$ cat src/rtl/mod_sched.sv
// rtl/mod_sched.sv - two-requester round-robin signed modular reducer (IDLE/RUN/DONE)
// Optional RUN-cycle counter output busy_cycles: define MOD_SCHED_BUSYCNT_EN
module mod_sched #(
  parameter int DATA_W = 8,
  parameter int RES_W  = 5
) (
  input  logic              clk,
  input  logic              rst_n,
  input  logic              cfg_we,
  input  logic [7:0]        cfg_modulus,
  input  logic              req0_valid,
  input  logic [DATA_W-1:0] req0_x,
  input  logic              req1_valid,
  input  logic [DATA_W-1:0] req1_x,
  output logic              req0_ready,
  output logic              req1_ready,
  output logic              res_valid,
  input  logic              res_ready,
  output logic [RES_W-1:0]  x_mod,
  output logic              res_id
`ifdef MOD_SCHED_BUSYCNT_EN
  ,
  output logic [15:0]       busy_cycles
`endif
);

  typedef enum logic [1:0] {IDLE, RUN, DONE} state_t;

  state_t                 state_q, state_d;
  logic signed [DATA_W:0] acc_q, acc_d;
  logic [7:0]             modulus_q, modulus_d;
  logic                   id_q, id_d;
  logic                   last_q, last_d;
  logic signed [DATA_W:0] mod_ext;
  logic                   grant1;
  logic [DATA_W-1:0]      x_sel;

  assign mod_ext = $signed({{(DATA_W - 7){1'b0}}, modulus_q});

  // Tie goes to the requester that was not granted last time.
  assign grant1 = req1_valid && (!req0_valid || !last_q);
  assign x_sel  = grant1 ? req1_x : req0_x;

  always_comb begin
    state_d    = state_q;
    acc_d      = acc_q;
    modulus_d  = modulus_q;
    id_d       = id_q;
    last_d     = last_q;
    req0_ready = 1'b0;
    req1_ready = 1'b0;
    case (state_q)
      IDLE: begin
        if (cfg_we && (cfg_modulus >= 8'd1) && (cfg_modulus <= 8'd32))
          modulus_d = cfg_modulus;
        if (rst_n && (req0_valid || req1_valid)) begin
          req0_ready = !grant1;
          req1_ready = grant1;
          acc_d      = {x_sel[DATA_W-1], x_sel};
          id_d       = grant1;
          last_d     = grant1;
          state_d    = RUN;
        end
      end
      RUN: begin
        if (acc_q[DATA_W])
          acc_d = acc_q + mod_ext;
        else if (acc_q >= mod_ext)
          acc_d = acc_q - mod_ext;
        else
          state_d = DONE;
      end
      DONE: begin
        if (res_ready)
          state_d = IDLE;
      end
      default: state_d = IDLE;
    endcase
  end

  always_ff @(posedge clk or negedge rst_n) begin
    if (!rst_n) begin
      state_q   <= IDLE;
      acc_q     <= '0;
      modulus_q <= 8'd17;
      id_q      <= 1'b0;
      last_q    <= 1'b1;
    end else begin
      state_q   <= state_d;
      acc_q     <= acc_d;
      modulus_q <= modulus_d;
      id_q      <= id_d;
      last_q    <= last_d;
    end
  end

  assign res_valid = (state_q == DONE);
  assign x_mod     = acc_q[RES_W-1:0];
  assign res_id    = id_q;

`ifdef MOD_SCHED_BUSYCNT_EN
  logic [15:0] busy_q;

  always_ff @(posedge clk or negedge rst_n) begin
    if (!rst_n)
      busy_q <= '0;
    else if ((state_q == RUN) && (busy_q != 16'hFFFF))
      busy_q <= busy_q + 16'd1;
  end

  assign busy_cycles = busy_q;
`endif

endmodule

$ cat config.mk
export PLATFORM = sky130hd
export DESIGN_NAME = mod_sched
export DESIGN_NICKNAME = d
export VERILOG_FILES = /design/src/rtl/mod_sched.sv
export SDC_FILE = /design/constraint.sdc
export NUM_CORES = 1
export LEC_CHECK = 0
export ABC_AREA = 0
export CORE_MARGIN = 5
export CORE_UTILIZATION = 56
export DETAILED_ROUTE_END_ITERATION = 6
export HOLD_SLACK_MARGIN = 0.12
export PLACE_DENSITY = 0.95
export SYNTH_ARGS = -nofsm -noshare
export SYNTH_HDL_FRONTEND = slang
export SYNTH_SLANG_ARGS = --single-unit
$ cat constraint.sdc
create_clock -name clk -period 3.6 [get_ports clk]
set_input_delay 0.72 -clock clk [delete_from_list [all_inputs] [get_ports clk]]
set_output_delay 0.72 -clock clk [all_outputs]
set_load 0.05 [all_outputs]
==> Word-level counts from Yosys, hierarchy flattened <==
Cells that the tools add are included.
{ "op_classes": {"mux": 14, "reduce_logical": 16, "magnitude_cmp": 3, "addsub": 2, "n_eq_ne": 7} }
{ "ops": {"columns": ["cell", "n"], "rows": [
  ["$mux 9", 3],
  ["$pmux 9 s2", 1],
  ["$add 9x9->9", 1],
  ["$ge 9x9->1", 1],
  ["$sub 9x9->9", 1],
  ["$ge 8x1->1 const B", 1],
  ["$le 8x6->1 const B", 1],
  ["$mux 2", 4],
  ["$mux 8", 1],
  ["$ne 2x2->1 const B", 3],
  ["$pmux 2 s3", 1],
  ["$reduce_and 2->1", 3],
  ["$logic_and 1x1->1", 4],
  ["$mux 1", 4],
  ["$reduce_and 4->1", 1],
  ["$logic_not 1->1", 3],
  ["$ne 3x3->1 const B", 1],
  ["$reduce_and 3->1", 1],
  ["$eq 2x1->1 const B", 1],
  ["$eq 2x2->1 const B", 1],
  ["$logic_not 2->1", 1],
  ["$logic_or 1x1->1", 2],
  ["$ne 2x1->1 const B", 1],
  ["$reduce_bool 2->1", 1]
]} }
{ "totals": {"wordCells": 48, "out_inout_bits": 9, "regBits": 21} }

==> Logic depth before layout (Yosys ltp) <==
{ "depth": {"depth_word": 6, "ltp_mapped": 10, "depth_no_buf": 10} }

==> Least setup slack after synthesis <==
Ideal clock, no wire load.
{ "synth_path": {"path_type": "input to output", "start": "input req1_valid", "end": "output req1_ready", "path_stages": 4, "arrival_ns": 2.022, "required_time_ns": 2.880, "slack_ns": 0.858, "path_cell_list": "a21boi_0 -> buf_2 -> inv_1 -> nor2_1"} }
{ "synth_between": {"elab_chain_len": 4, "elab_cells_between_ends": 5, "cone_classes": "mux: 2; reduce/logical: 3"} }
{ "synth_lines": {"columns": ["element", "line", "source"], "rows": [
  ["start: declaration", "13", "input logic req1_valid,"],
  ["$logic_or 1x1->1", "56", "if (rst_n && (req0_valid || req1_valid)) begin"],
  ["$logic_and 1x1->1", "56", null],
  ["$mux 1 *", "56", null],
  ["$mux 1 *", "52", "case (state_q)"],
  ["end: declaration", "16", "output logic req1_ready,"]
]} }
Every way passes the cells marked *; elsewhere a longest branch is shown, timed or not.

==> Final worst setup path <==
Same ends and word-level chain as after synthesis.

==> run metrics <==
Tightest Pin Transition 0.5274 ns; postcts setup bufs 0; Worst Setup SP req1_valid; WL final 5.304 mm; Critical Path Sink Type primary output; Power Density 1084 nW/um2; n_diodes 0; r2r setup slk 0.88 ns; min-delay worst type flip-flop to flip-flop; Syn Std Cell Area 1972 um2; clock tree buffer depth 2; DR pass1 iterations 4; Root Driver clkbuf_4; Clk Latency, worst-skew pair 0.32 ns; Clk pin slew, worst setup/hold paths 0.13 ns; width of the die 69.34 um; Int Power 1.181 mW; core area 3363 um2; IO Port Bufs 38; crit path time final 2.841 ns; Synth async-reset ratio 1.000; VDD IR max 0.5589 mV; Final Instance Area 2355 um2; Worst Skew 0.004543 ns; nets@finish 307; Post-synth EDFFs 0; Fmax achieved 352.0 MHz; grt total ovfl 0; post-synth cell types 58; initial drt markers 116; Reg-to-Reg Start modulus_q[4]$_DFFE_PN1P_; Yosys reg bits 21; CP Launch Type input port; P_sw 1.371 mW; Comb pwr share 0.762; maxcap violations 0; Hold Fails Final Rpt 0; hpwl dp 4.272 mm; CTS tree done; Routed Antenna Nets 0; TritonCTS buffer count 3; Max FO, Critical Path 11; # hold bufs at CTS 0; # H-tree levels 1; most common cell after layout, fill and taps aside clkdlybuf4s50_1; Max transition margin 0.6473; num rows 21; vias in the first global route 1825; first-pass GRT wire length 8.659 mm; vias 1827; Primary FF master, synth dfrtp_1; sequential share of power 0.190; area grow syn2layout 19.42%; final setup fails 0; Die ar. 4808 um2; status finished, final reports clean; initial core utilization 0.5863; Die Height 69.34 um; setup_tns 0 ns; fin util 0.7001; largest net degree at the start of global routing 22; Worst Setup Path Type input port to primary output; Sw Ratio 0.5372; most frequent cells in the layout clkdlybuf4s50_1 (36), inv_1 (20), nor2_1 (19), dfrtp_1 (18), ha_1 (16); routed len/inst 17.45 um; clk sink count 21; CTS-repair resized insts 0; cells after synthesis 227; proportion of layout cells with a drive suffix above 1 0.1008; Tcrit/Tclk final 0.7892; Vias/cell 6.010; Total GRT Usage 0.2186; Required @ worst endpoint 2.88 ns; Seq/Total Area, Yosys 0.2684; Placer Congestion 0.9584; post-placement cell area 2327 um2; Top Ports 39; initial antenna violation count 0; Clk network pwr share 0.048; worst path arrival time 2.12 ns; Leakage 1.044 nW; Ys Warns 0; final slew viol count 0; RSZ-0062 raised after global routing false; syn avg cell area 8.687 um2; Synthesized Nets 275; hold path startpoint res_id$_DFFE_PN0P_; drt drc 0
==> power by group through the flow <==
stage | sequential (mW) | combinational [mW] | clock, mW
floorplan | 0.465 | 1.54 | 0
global placement | 0.484 | 1.87 | 0
detailed placement | 0.488 | 1.90 | 0
CTS | 0.482 | 1.92 | 0.120
global route | 0.504 | 2.11 | 0.130
finish | 0.485 | 1.94 | 0.123
==> cell families (layout without fill, tap and decap cells) <==
kind of cell / Yosys count / count (layout) / synth area share
AO/OA/AOI/OAI: 72 / 72 / 0.2640
XOR/XNOR: 5 / 5 / 0.02221
adder cells (fa/ha/maj): 18 / 18 / 0.1218
buffers and inverters: 34 / 65 / 0.1015
flip-flops: 21 / 21 / 0.2684
multiplexers: 10 / 10 / 0.05267
AND/OR/NAND/NOR: 67 / 67 / 0.1694
==> worst max-delay path, cell delays in order <==
cell and delay [ns]:
clkdlybuf4s50_1 0.47, a21boi_0 0.19, buf_4 0.22, inv_1 0.07
nor2_1 0.27, buf_12 0.18
==> cell usage after synthesis, drive strengths merged (7+ instances only) <==
cell type / n / share of area
nor2: 20 / 0.039
dfrtp: 18 / 0.23
clkbuf: 7 / 0.039
o21ai: 14 / 0.041
buf: 7 / 0.024
mux2i: 7 / 0.036
nand3: 7 / 0.018
nand2: 15 / 0.029
inv: 20 / 0.038
a21o: 9 / 0.034
ha: 16 / 0.10
a21oi: 15 / 0.046
==> sequential cells by signal, summed over array words and instances, names as in the netlist <==
| signal | cells |
|---|---|
| acc_q | 9 |
| modulus_q | 8 |
| state_q | 2 |
| last_q | 1 |
| res_id | 1 |
==> routing by layer <==
| metal | track usage | share of wire |
|---|---|---|
| met5 | 0 | 0 |
| met4 | 0.06508 | 0.021 |
| met3 | 0.04058 | 0.084 |
| met2 | 0.3708 | 0.48 |
| met1 | 0.2809 | 0.42 |
==> final timing paths <==
kind,end,depth (start not counted)
setup / recovery,req1_ready,6
hold / removal,res_id$_DFFE_PN0P_,1
setup reg to reg,acc_q[4]$_DFFE_PN0P_,8
hold reg to reg,res_id$_DFFE_PN0P_,1
max in group asynchronous,modulus_q[0]$_DFFE_PN1P_,2
min in group asynchronous,acc_q[6]$_DFFE_PN0P_,2
==> through the flow <==
stage,setup WS [ns],hold WS (ns),instances,power (mW)
floorplan,0.8577,0.4244,227,2.008
global placement,0.8099,0.4898,300,2.355
detailed placement,0.7430,0.4823,300,2.388
CTS,0.7467,0.5127,304,2.518
global route,0.5910,0.5341,304,2.744
finish,0.7590,0.5067,304,2.552
==> cell type report <==
cell class                      count  area [um2]
Sequential cell                    21       529.3
Tap cell                           46       57.56
Fill cell                         299        1008
Timing Repair Buffer               41       422.9
Multi-Input combinational cell    172        1242
Inverter                           20       75.07
Clock buffer                        3       22.52
Clock inverter                      1       5.005
Note: power is estimated with default switching activity, not from simulation.
